--- config.mk ---
export PLATFORM = sky130hd
export DESIGN_NAME = register_write_arbiter_flat
export DESIGN_NICKNAME = d
export VERILOG_FILES = /design/src/rtl/register_write_pkg.sv /design/src/rtl/register_write_arbiter_if.sv /design/src/rtl/write_starvation_counter.sv /design/src/rtl/register_write_arbiter.sv /design/src/flat_wrapper.sv
export SDC_FILE = /design/constraint.sdc
export NUM_CORES = 1
export LEC_CHECK = 0
export CAP_MARGIN = 10
export CORE_MARGIN = 8
export CORE_UTILIZATION = 29
export CTS_CLUSTER_SIZE = 25
export DETAILED_ROUTE_END_ITERATION = 7
export HOLD_SLACK_MARGIN = 0.03
export PLACE_DENSITY = 0.81
export SYNTH_ARGS = -nofsm -noshare
export SYNTH_HDL_FRONTEND = slang
export SYNTH_SLANG_ARGS = --single-unit
--- constraint.sdc ---
create_clock -name system_clock -period 2.54 [get_ports system_clock]
set_input_delay 0.508 -clock system_clock [delete_from_list [all_inputs] [get_ports system_clock]]
set_output_delay 0.508 -clock system_clock [all_outputs]
set_load 0.01 [all_outputs]
--- src/rtl/register_write_pkg.sv ---
// rtl/register_write_pkg.sv - shared encodings for the register write arbiter
// Purpose: FSM state encoding, grant encoding and default limits used by the
//          arbiter and its starvation counter.
// Ports:   none (package).
package register_write_pkg;

  // FSM state encoding kept as plain constants so the sweep/run split maps
  // directly onto a single flop.
  localparam logic [0:0] CLEAR = 1'b0;
  localparam logic [0:0] RUN   = 1'b1;

  typedef enum logic [1:0] {
    GRANT_NONE = 2'd0,
    GRANT_WB   = 2'd1,
    GRANT_MC   = 2'd2
  } grant_t;

  localparam int DEFAULT_STARVE_LIMIT = 4;
  localparam int STARVE_COUNT_WIDTH   = 4;

endpackage

--- src/rtl/register_write_arbiter_if.sv ---
// rtl/register_write_arbiter_if.sv - requester and register-file bus of the write arbiter
// Purpose: groups the WB and MC request handshakes and the register-file write
//          port into one bundle.
// Ports:   master - requester/register-file side (drives valid/address/data)
//          slave  - arbiter side (drives readys, write port and init_done)
interface register_write_arbiter_if #(
  parameter int REGISTER_SIZE = 32,
  parameter int ADDRESS_SIZE  = $clog2(REGISTER_SIZE)
);

  logic                     wb_valid;
  logic                     wb_ready;
  logic [ADDRESS_SIZE-1:0]  wb_address;
  logic [REGISTER_SIZE-1:0] wb_data;

  logic                     mc_valid;
  logic                     mc_ready;
  logic [ADDRESS_SIZE-1:0]  mc_address;
  logic [REGISTER_SIZE-1:0] mc_data;

  logic                     write_enable;
  logic [ADDRESS_SIZE-1:0]  write_address;
  logic [REGISTER_SIZE-1:0] write_data;
  logic                     init_done;

  modport master (
    output wb_valid, wb_address, wb_data,
    output mc_valid, mc_address, mc_data,
    input  wb_ready, mc_ready,
    input  write_enable, write_address, write_data, init_done
  );

  modport slave (
    input  wb_valid, wb_address, wb_data,
    input  mc_valid, mc_address, mc_data,
    output wb_ready, mc_ready,
    output write_enable, write_address, write_data, init_done
  );

endinterface

--- src/rtl/write_starvation_counter.sv ---
// rtl/write_starvation_counter.sv - saturating count of WB grants taken while MC waits
// Purpose: counts consecutive WB grants that overtook a waiting MC request and
//          flags when MC must be served next.
// Ports:   clk_i, rst_ni  - clock, asynchronous active-low reset
//          clear_i        - zero the count (MC granted or MC not waiting)
//          inc_i          - one more WB grant while MC waits
//          starved_o      - count has reached LIMIT
module write_starvation_counter
  import register_write_pkg::*;
#(
  parameter int LIMIT = DEFAULT_STARVE_LIMIT
) (
  input  logic clk_i,
  input  logic rst_ni,
  input  logic clear_i,
  input  logic inc_i,
  output logic starved_o
);

  localparam logic [STARVE_COUNT_WIDTH-1:0] LIMIT_L = STARVE_COUNT_WIDTH'(LIMIT);

  logic [STARVE_COUNT_WIDTH-1:0] count_q;
  logic [STARVE_COUNT_WIDTH-1:0] count_d;

  // Clear wins over increment; the count parks at LIMIT until MC is served.
  always_comb begin
    count_d = count_q;
    if (clear_i) begin
      count_d = '0;
    end else if (inc_i && (count_q != LIMIT_L)) begin
      count_d = count_q + 1'b1;
    end
  end

  always_ff @(posedge clk_i or negedge rst_ni) begin
    if (!rst_ni) begin
      count_q <= '0;
    end else begin
      count_q <= count_d;
    end
  end

  assign starved_o = (count_q == LIMIT_L);

endmodule

--- src/rtl/register_write_arbiter.sv ---
// rtl/register_write_arbiter.sv - clear sweep and WB/MC arbitration for the register-file write port
// Purpose: after reset writes zero to registers 1..REGISTER_SIZE-1, then shares
//          the single write port between WB (preferred) and MC, with a
//          starvation guard bounding MC wait.
// Ports:   system_clock    - rising-edge clock
//          system_reset_n  - asynchronous active-low reset
//          bus (slave)     - WB/MC handshakes, register-file write port, init_done
module register_write_arbiter
  import register_write_pkg::*;
#(
  parameter int REGISTER_SIZE = 32,
  parameter int ADDRESS_SIZE  = $clog2(REGISTER_SIZE),
  parameter int STARVE_LIMIT  = DEFAULT_STARVE_LIMIT
) (
  input logic                    system_clock,
  input logic                    system_reset_n,
  register_write_arbiter_if.slave bus
);

  localparam logic [ADDRESS_SIZE-1:0] FIRST_ADDR = ADDRESS_SIZE'(1);
  localparam logic [ADDRESS_SIZE-1:0] LAST_ADDR  = ADDRESS_SIZE'(REGISTER_SIZE - 1);

  logic [0:0]              state_q;
  logic [0:0]              state_d;
  logic [ADDRESS_SIZE-1:0] clear_ptr_q;
  logic [ADDRESS_SIZE-1:0] clear_ptr_d;

  grant_t                   grant;
  logic                     starved;
  logic                     wb_ready_c;
  logic                     mc_ready_c;
  logic                     write_enable_c;
  logic [ADDRESS_SIZE-1:0]  write_address_c;
  logic [REGISTER_SIZE-1:0] write_data_c;
  logic                     init_done_c;

  // Grant is only issued in RUN and outside reset; MC overtakes WB once the
  // starvation guard trips.
  always_comb begin
    grant = GRANT_NONE;
    if (system_reset_n && (state_q == RUN)) begin
      if (bus.mc_valid && (!bus.wb_valid || starved)) begin
        grant = GRANT_MC;
      end else if (bus.wb_valid) begin
        grant = GRANT_WB;
      end
    end
  end

  // Outputs are gated by reset directly so the port is quiet while reset is
  // held, even though CLEAR would otherwise drive a write.
  always_comb begin
    wb_ready_c      = 1'b0;
    mc_ready_c      = 1'b0;
    write_enable_c  = 1'b0;
    write_address_c = '0;
    write_data_c    = '0;
    init_done_c     = 1'b0;
    if (!system_reset_n) begin
      init_done_c = 1'b0;
    end else if (state_q == CLEAR) begin
      write_enable_c  = 1'b1;
      write_address_c = clear_ptr_q;
    end else begin
      init_done_c = 1'b1;
      case (grant)
        GRANT_WB: begin
          wb_ready_c      = 1'b1;
          write_address_c = bus.wb_address;
          write_data_c    = bus.wb_data;
          // Register 0 is hard-wired zero: accept the request, suppress the write.
          write_enable_c  = (bus.wb_address != '0);
        end
        GRANT_MC: begin
          mc_ready_c      = 1'b1;
          write_address_c = bus.mc_address;
          write_data_c    = bus.mc_data;
          write_enable_c  = (bus.mc_address != '0);
        end
        default: begin
          write_enable_c = 1'b0;
        end
      endcase
    end
  end

  always_comb begin
    state_d     = state_q;
    clear_ptr_d = clear_ptr_q;
    if (state_q == CLEAR) begin
      clear_ptr_d = clear_ptr_q + 1'b1;
      if (clear_ptr_q == LAST_ADDR) begin
        state_d = RUN;
      end
    end
  end

  always_ff @(posedge system_clock or negedge system_reset_n) begin
    if (!system_reset_n) begin
      state_q     <= CLEAR;
      clear_ptr_q <= FIRST_ADDR;
    end else begin
      state_q     <= state_d;
      clear_ptr_q <= clear_ptr_d;
    end
  end

  write_starvation_counter #(
    .LIMIT(STARVE_LIMIT)
  ) u_starve (
    .clk_i    (system_clock),
    .rst_ni   (system_reset_n),
    .clear_i  (!bus.mc_valid || (grant == GRANT_MC)),
    .inc_i    (grant == GRANT_WB),
    .starved_o(starved)
  );

  assign bus.wb_ready      = wb_ready_c;
  assign bus.mc_ready      = mc_ready_c;
  assign bus.write_enable  = write_enable_c;
  assign bus.write_address = write_address_c;
  assign bus.write_data    = write_data_c;
  assign bus.init_done     = init_done_c;

endmodule

--- src/flat_wrapper.sv ---
// flat-port wrapper written by rule: the top's interface ports become plain ports
module register_write_arbiter_flat import register_write_pkg::*;
#(
  parameter int REGISTER_SIZE = 32,
  parameter int ADDRESS_SIZE  = $clog2(REGISTER_SIZE),
  parameter int STARVE_LIMIT  = DEFAULT_STARVE_LIMIT
)
  (system_clock, system_reset_n, bus_wb_valid, bus_wb_address, bus_wb_data, bus_mc_valid, bus_mc_address, bus_mc_data, bus_wb_ready, bus_mc_ready, bus_write_enable, bus_write_address, bus_write_data, bus_init_done);
  register_write_arbiter_if #(.REGISTER_SIZE(REGISTER_SIZE), .ADDRESS_SIZE(ADDRESS_SIZE)) bus_i ();
  input logic system_clock;
  input logic system_reset_n;
  input wire logic [$bits(bus_i.wb_valid)-1:0] bus_wb_valid;
  input wire logic [$bits(bus_i.wb_address)-1:0] bus_wb_address;
  input wire logic [$bits(bus_i.wb_data)-1:0] bus_wb_data;
  input wire logic [$bits(bus_i.mc_valid)-1:0] bus_mc_valid;
  input wire logic [$bits(bus_i.mc_address)-1:0] bus_mc_address;
  input wire logic [$bits(bus_i.mc_data)-1:0] bus_mc_data;
  output wire logic [$bits(bus_i.wb_ready)-1:0] bus_wb_ready;
  output wire logic [$bits(bus_i.mc_ready)-1:0] bus_mc_ready;
  output wire logic [$bits(bus_i.write_enable)-1:0] bus_write_enable;
  output wire logic [$bits(bus_i.write_address)-1:0] bus_write_address;
  output wire logic [$bits(bus_i.write_data)-1:0] bus_write_data;
  output wire logic [$bits(bus_i.init_done)-1:0] bus_init_done;
  assign bus_i.wb_valid = bus_wb_valid;
  assign bus_i.wb_address = bus_wb_address;
  assign bus_i.wb_data = bus_wb_data;
  assign bus_i.mc_valid = bus_mc_valid;
  assign bus_i.mc_address = bus_mc_address;
  assign bus_i.mc_data = bus_mc_data;
  assign bus_wb_ready = bus_i.wb_ready;
  assign bus_mc_ready = bus_i.mc_ready;
  assign bus_write_enable = bus_i.write_enable;
  assign bus_write_address = bus_i.write_address;
  assign bus_write_data = bus_i.write_data;
  assign bus_init_done = bus_i.init_done;
  register_write_arbiter #(.REGISTER_SIZE(REGISTER_SIZE), .ADDRESS_SIZE(ADDRESS_SIZE), .STARVE_LIMIT(STARVE_LIMIT)) u_core (.system_clock(system_clock), .system_reset_n(system_reset_n), .bus(bus_i));
endmodule
# After elaboration in Yosys (flattened, before gate mapping)
# Index checks and enable logic that the tools add are counted.
# op_classes
n_eq_ne	5
reduce_logical	10
n_addsub	2
mux	24
# op_table
op	n
2-to-1 mux 32 bit	2
case mux 32 bit (2 select lines)	1
2-to-1 mux 1 bit	13
2-to-1 mux 5 bit	2
case mux 5 bit (2 select lines)	1
nonzero test 5 bit	2
2-to-1 mux 4 bit	2
adder 5 x 1 -> 5 bit, second input constant	1
equality test 5 bit, second input constant	1
adder 4 x 1 -> 4 bit, second input constant	1
equality test 4 x 3 -> 1 bit, second input constant	1
2-to-1 mux 2 bit	2
!= test 4 x 3 -> 1 bit, second input constant	1
logical AND 1 bit	3
equality test 2 x 1 -> 1 bit, second input constant	1
equality test 2 bit, second input constant	1
logical NOT 1 bit	2
logical OR 1 bit	2
case mux 1 bit (2 select lines)	1
nonzero test 2 bit	1
# totals
output_inout_bits	41
inputBits	78
regBits	10

# Logic depth before layout (Yosys ltp)
# Gate-level depths: netlist (run 1).
# depth
depth_word	9
mapped_depth	11
ltp_nobuf	9

# Cells and area by module
# Synthesis (run 1) repeated with hierarchy kept, for this count alone.
# unflattened
hier_cells	153
hier_area_um2	1123.6
# modules_own_cells
module	instances	seq_area_each_um2	cells_per_inst	area_per_inst_um2
register_write_arbiter	1	151.4	129	889.6
write_starvation_counter	1	100.1	24	234.0

# Least setup slack after synthesis (run 1)
# Ideal clock, no wire load.
# synth_path
kind	reg2out
startpoint	register u_core.u_starve.count_q[0]
endpoint	output bus_write_data[23]
t_required_ps	2032
arrival_time_ps	1918
path_stages_with_launch	12
setup_slack_ps	114
path_cell_list	dfrtp_1 inv_1 ha_1 and3b_4 nand2_1 and3_1 ha_1 buf_2 buf_2 buf_2 a22oi_1 nor2_1
# synth_via
elab_chain_len	9
word_cells_on_any_way	10
cone_classes	3 x eq/ne; 5 x mux; 2 x reduce/logical
# synth_lines
item	line_no	text
start: declaration	write_starvation_counter.sv:22	logic [STARVE_COUNT_WIDTH-1:0] count_q;
start signal: assignment	write_starvation_counter.sv:39	count_q <= count_d;
equality test 4 x 3 -> 1 bit *	write_starvation_counter.sv:43	assign starved_o = (count_q == LIMIT_L);
logical OR 1 bit *	register_write_arbiter.sv:42	if (bus.mc_valid && (!bus.wb_valid || starved)) begin
logical AND 1 bit *	register_write_arbiter.sv:42	
2-to-1 mux 2 bit *	register_write_arbiter.sv:42	
2-to-1 mux 2 bit *	register_write_arbiter.sv:41	if (system_reset_n && (state_q == RUN)) begin
equality test 2 bit / equality test 2 x 1 -> 1 bit (equally long branches)	register_write_arbiter.sv:66	case (grant)
case mux 32 bit (2 select lines) *	register_write_arbiter.sv:66	
2-to-1 mux 32 bit *	register_write_arbiter.sv:61	end else if (state_q == CLEAR) begin
2-to-1 mux 32 bit *	register_write_arbiter.sv:59	if (!system_reset_n) begin
end: declaration	flat_wrapper.sv:22	output wire logic [$bits(bus_i.write_data)-1:0] bus_write_data;
# Mark *: on every way between the ends. The rest lies on a longest branch, timed or not.

# Final worst setup path (run 1)
# layout_path
startpoint	register u_core.u_starve.count_q[3]
endpoint	output bus_write_data[10]
# The elaborated chain is that of the path after synthesis.

==> results.yml, run 1 <==
setup_path:
  cp.arrival_ns: 2.26
  critPathRequiredTime_ns: 2.03
  crit_path_max_fanout: 17
  rr_worst_depth: 17
  timing.rr.end: "u_core.u_starve.count_q[0]"
  critPathLaunchType: "flip-flop"
  critPathKind: "reg2out"
  r2r-start: "u_core.u_starve.count_q[3]"
  critPathCapture: "bus_write_data[10]"
  cp-startpoint: "u_core.u_starve.count_q[3]"
  reg2reg_slack_ns: -0.04
  cp-end-kind: "output port"
synthesis:
  ys_types: 28
  synth_most_common_cell: "a22oi_1"
  yosysSeqAreaShare: 0.220
  synth_cells: 158
  synthesis.area_um2: 1140
  ys_ff_latch: 10
  synth_ff_type: "dfrtp_1"
  synth_edf_count: 0
  yosys.area.top_type: "a22oi_1"
  synth_nets: 242
  synth_top_cell_area_share: 0.243
  syn_area_per_cell_um2: 7.25
  synth.top_cells.by_area: "a22oi_1 24%, dfrtp_1 20%, nor2_1 10%, ha_1 6.6%, buf_2 3.9%"
  synth_warnings: 0
  yosys-top-cells-count: "37 x a22oi_1, 32 x nor2_1, 9 x buf_2, 9 x dfrtp_1"
  synthArstFlopShare: 1.00
power_and_ir_drop:
  power.density_nw_per_um2: 230
  finalPower_uw: 809
  power.leakage_uw: 0.00135
  ir_drop_uv: 334
sta:
  slew_headroom: 0.803
  fmax_mhz: 361
  final.setup.worst_slack_ns: -0.231
  setup_viol: 42
  worst_pin_slew_ns: 0.292
  clock_skew_ns: 0.00608
  rsz0062_at_grt: "yes"
  tns_ns: -6.62
  hold_viol: 0
  final_max_slew_viol_count: 0
  period_needed_ns: 2.77
  post-route-period-util: 1.09
global_route:
  grt_max_degree: 18
  track_usage: 0.208
  grt_pass1_wl_mm: 10.3
  grt.overflow.total: 0
  antenna_found_initial: 0
  grt_pass1_vias: 1914
die:
  ioPinCount: 119
  num_rows: 23
  start_util: 0.295
  die_x_um: 78.8
  dieArea_um2: 6210
  core-area_um2: 3880
  die_y_um: 78.8
cts:
  root_buffer: "clkbuf_8"
  clk_pin_slew_ns: 0.06
  cts_buffer_depth: 2
  clk_latency_ns: 0.25
  cts_buffers: 3
  h-tree-depth: 1
  cts_tree: "done"
  cts.sinks: 10
  cts_hold_buf: 0
detailed_routing:
  ant_nets: 0
  via_per_inst: 5.76
  avgRoutedWirePerCell_um: 26.3
  drt_iter0_drc: 124
  dr.pass1.iters: 4
  drc_errors: 0
  vias: 2130
  routed_wl_mm: 9.72
min_path:
  hp-class: "in2async"
final_layout:
  nFillCells: 143
  layout.nets: 405
  syn2layout_area_growth_pct: 207
  antenna_cells: 0
  design_area_um2: 3510
  drive_above_1_share: 0.591
place:
  dpl.hpwl_mm: 4.63
  place.gp.congestion: 0.784
  place.port_buffers: 118
  placed_cell_area_um2: 2530
run:
  max_cap_violations: 0
run_status:
  violations: "negative setup slack"
  outcome: "finished with violations"
[kinds of logic (layout without fill, tap and decap cells)]
kind of cell | Yosys count | count (layout) | synth area share
AOI/OAI and AO/OA | 52 | 52 | 0.319
xor gates and xnor gates | 3 | 3 | 0.0230
adders and majority gates | 6 | 6 | 0.0656
buffers and inverters | 21 | 183 | 0.0787
DFF | 10 | 10 | 0.220
muxes | 2 | 2 | 0.0197
and+or+nand+nor | 64 | 64 | 0.274
[per-layer routing]
| metal | GRT usage | vias up | share of wire |
|---|---|---|---|
| li1 | - | 908 | - |
| met1 | 0.220 | 1024 | 0.36 |
| met2 | 0.386 | 159 | 0.51 |
| met3 | 0.0508 | 39 | 0.087 |
| met4 | 0.0778 | 0 | 0.046 |
| met5 | 0 | - | 0 |
[worst max-delay path, stage by stage (launching register included)]
cell and delay [ns]:
dfrtp_1 0.41, buf_4 0.17, nand3b_1 0.22, nand2_2 0.13, and3_4 0.20, ha_4 0.20
buf_16 0.18, buf_4 0.13, a22oi_2 0.07, nor2_1 0.14, buf_2 0.16
[sequential cells by signal, summed over array words and instances (netlist names)]
name / cells
u_core.u_starve.count_q: 4
u_core.clear_ptr_q: 5
u_core.state_q: 1
[area by class of cell]
cell class / count / area [um2] / area share
well taps: 50 / 62.6 / 0.0178
repair buffers: 172 / 1800 / 0.513
inverters: 7 / 28.8 / 0.00819
clock buffers: 4 / 55.1 / 0.0157
multi-input cells: 127 / 1320 / 0.374
flip-flops and latches: 10 / 251 / 0.0716
[through the flow]
stage | cells | worst slack (ns) | utilization | hold slack [ns]
after floorplan | 158 | 0.114 | - | 0.212
after global placement | 335 | -0.642 | 0.652 | 0.485
after detailed placement | 335 | -0.674 | 0.652 | 0.488
after CTS | 361 | -0.0135 | 0.751 | 0.343
after global routing | 370 | -0.273 | 0.905 | 0.385
final | 370 | -0.231 | 0.905 | 0.370
[worst min-delay path by stage]
stage | from | cells after the start | endpoint
3_5_place_dp | u_core.clear_ptr_q[3] | 1 | u_core.clear_ptr_q[3]
6_report | system_reset_n | 2 | u_core.clear_ptr_q[4]
4_1_cts | system_reset_n | 2 | u_core.clear_ptr_q[4]
3_3_place_gp | u_core.clear_ptr_q[3] | 1 | u_core.clear_ptr_q[3]
2_1_floorplan | system_reset_n | 0 | u_core.clear_ptr_q[1]
5_1_grt | system_reset_n | 2 | u_core.state_q
[cells in the final DEF (no fill, tap or decap), types with 4 or more instances in the layout]
master / n
clkdlybuf4s50_1: 75
a22oi_2: 36
buf_6: 33
buf_4: 32
nor2_4: 26
buf_2: 12
dfrtp_1: 9
buf_12: 7
nor2_1: 4
clkbuf_8: 4
clkbuf_16: 4
[where the power goes]
part           switching, uW  internal [uW]
Sequential              1.29            161
Clock                   75.4            137
Combinational            190            245
[what timing repair did]
item / 4_1_cts / 5_1_grt
setup buffers: 20 / 6
pin swaps: 18 / 50
hold endpoints to repair: 0 / 0
gates cloned: 3 / 4
resized for setup: 214 / 110
setup endpoints to repair: 40 / 42
Note: power is estimated with default switching activity, not from simulation.
==> run 2, diff against run 1 <==
Settings changed: CORE_UTILIZATION 29 to 30, CTS_BUF_LIST from default to sky130_fd_sc_hd__clkbuf_2, PLACE_DENSITY 0.81 to 0.84.
==> results.yml, run 2 (synthesis gave the netlist of run 1 again) <==
min_path:
  hp-class: "in2async"
power_and_ir_drop:
  p_switching_uw: 197
  finalPower_uw: 596
  p_seq_frac: 0.271
  p_int_uw: 398
  power.leakage_uw: 0.00115
  combPwrFrac: 0.577
  swShare: 0.332
  ir_drop_uv: 236
  p_clk_frac: 0.152
  power.density_nw_per_um2: 208
detailed_routing:
  drt_iter0_drc: 98
  vias: 1829
  via_per_inst: 5.36
  dr.pass1.iters: 4
  drc_errors: 0
  avgRoutedWirePerCell_um: 20.2
  ant_nets: 0
  routed_wl_mm: 6.87
setup_path:
  crit_path_frequent_cell: "ha_4"
  cp_slowest_cell: "dfrtp_1"
  reg2reg_slack_ns: 0.37
  critPathRequiredTime_ns: 2.03
  critPathTopFamily: "simple AND/OR/NAND/NOR gates"
  slowest_delay_ns: 0.41
  critPathKind: "reg2out"
  cp.arrival_ns: 2.14
  path_cells: "inv_2 > ha_4 > and3b_4 > nand2_2 > and3_4 > ha_4 > inv_4 > nand2_8 > buf_16 > nor2_2 > buf_2"
  critPathLaunchType: "flip-flop"
  crit_path_max_fanout: 8
  critPathBufInv: 4
  cp-end-kind: "output port"
global_route:
  track_usage: 0.206
  grt_pass1_vias: 1889
  antenna_found_initial: 0
  grt_max_degree: 24
  grt_pass1_wl_mm: 10.2
  grt.overflow.total: 0
die:
  die_x_um: 77.8
  core-area_um2: 3660
  die_y_um: 77.8
  num_rows: 22
  start_util: 0.313
  ioPinCount: 119
  dieArea_um2: 6050
cts:
  h-tree-depth: 1
  root_buffer: "clkbuf_2"
  clk_pin_slew_ns: 0.11
  cts_tree: "done"
  cts_buffer_depth: 2
  clk_latency_ns: 0.26
  cts.sinks: 10
  cts_buffers: 3
final_layout:
  stdcell_count: 341
  syn2layout_area_growth_pct: 150
  top_regs: "u_core.clear_ptr_q: 5 flops, u_core.u_starve.count_q: 4 flops, u_core.state_q: 1 flops"
  top_register: "u_core.clear_ptr_q"
  final_common_cell: "clkdlybuf4s50_1"
  layout.nets: 378
  drive_above_1_share: 0.464
  final_cell_mix: "75 x clkdlybuf4s50_1, 27 x buf_2, 19 x a22oi_1"
  antenna_cells: 0
  largest_reg_flops: 5
place:
  dpl.cell_count: 331
  dpl.hpwl_mm: 4.69
  pre_cts_ws_ns: -0.666
  place.gp.congestion: 0.846
  place.port_buffers: 118
sta:
  slew_headroom: 0.809
  post-route-period-util: 1.04
  worst_pin_slew_ns: 0.287
  final_max_slew_viol_count: 0
  rsz0062_at_grt: "yes"
  tns_ns: -1.82
  hold_viol: 0
  final.setup.worst_slack_ns: -0.104
  clock_skew_ns: 0.0119
  setup_viol: 35
  period_needed_ns: 2.64
  whs_ns: 0.334
  fmax_mhz: 378
run:
  max_cap_violations: 0
run_status:
  violations: "negative setup slack"
  outcome: "finished with violations"
[run 2: cell count changes in the layout (fill, tap and decap cells not counted), moves of 5 or more]
| cell | change |
|---|---|
| nor2_1 | +5 |
| buf_6 | -16 |
| a22oi_2 | -18 |
| nor2_4 | -14 |
| buf_2 | +15 |
| buf_4 | -15 |
| nor2_2 | +9 |
| a22oi_1 | +18 |
[run 2: timing repair]
item                       in CTS  in global routing
cloned                          3                  0
hold buffers                    0                  0
setup buffers                   2                  1
setup endpoints to repair      40                 40
pin swaps                      40                  6
resized for setup             246                 25
[run 2: per-stage QoR]
step,util,cell area (um2)
after floorplan,-,1140
after global routing,0.782,2860
after CTS,0.752,2750
after global placement,0.681,2490
after detailed placement,0.681,2490
final,0.782,2860
[run 2: metal layers]
layer / global-route usage / wire (um)
met1: 0.226 / 2380
met2: 0.385 / 3710
met3: 0.0484 / 700
met4: 0.0491 / 89
met5: 0 / 0
[run 2: worst reg2reg max path, stage by stage, from the launching register on]
cell and delay, ns:
dfrtp_1 0.39, inv_2 0.06, ha_4 0.15, and3b_4 0.18
nand2_2 0.07, and3_4 0.19, ha_4 0.19, buf_12 0.17
inv_2 0.05, or4_1 0.52, a21oi_1 0.15
[run 2: final timing paths]
kind                                       startpoint                          to  cells past startpoint
max                        u_core.u_starve.count_q[0]          bus_write_data[17]                     11
min                                    system_reset_n              u_core.state_q                      2
max reg2reg                u_core.u_starve.count_q[0]  u_core.u_starve.count_q[3]                     10
min reg2reg                     u_core.clear_ptr_q[3]       u_core.clear_ptr_q[3]                      1
max in group asynchronous              system_reset_n       u_core.clear_ptr_q[0]                      2
min in group system_clock       u_core.clear_ptr_q[3]       u_core.clear_ptr_q[3]                      1
[run 2: power by group through the flow]
| stage | registers (uW) | logic, uW | clock network (uW) |
|---|---|---|---|
| finish | 162 | 344 | 90.4 |
| global route | 162 | 363 | 96.5 |
| CTS | 162 | 324 | 93.0 |
| detailed placement | 164 | 260 | 0 |
| global placement | 164 | 257 | 0 |
| floorplan | 165 | 75.7 | 0 |
[run 2: area by class of cell]
| cell class | count | area, um2 |
|---|---|---|
| repair buffers | 145 | 1380 |
| multi-input cells | 127 | 1120 |
| fillers | 238 | 800 |
| flip-flops and latches | 10 | 251 |
| well taps | 48 | 60.1 |
| inverters | 7 | 28.8 |
| clock buffers | 3 | 15.0 |
| clock inverters | 1 | 3.75 |
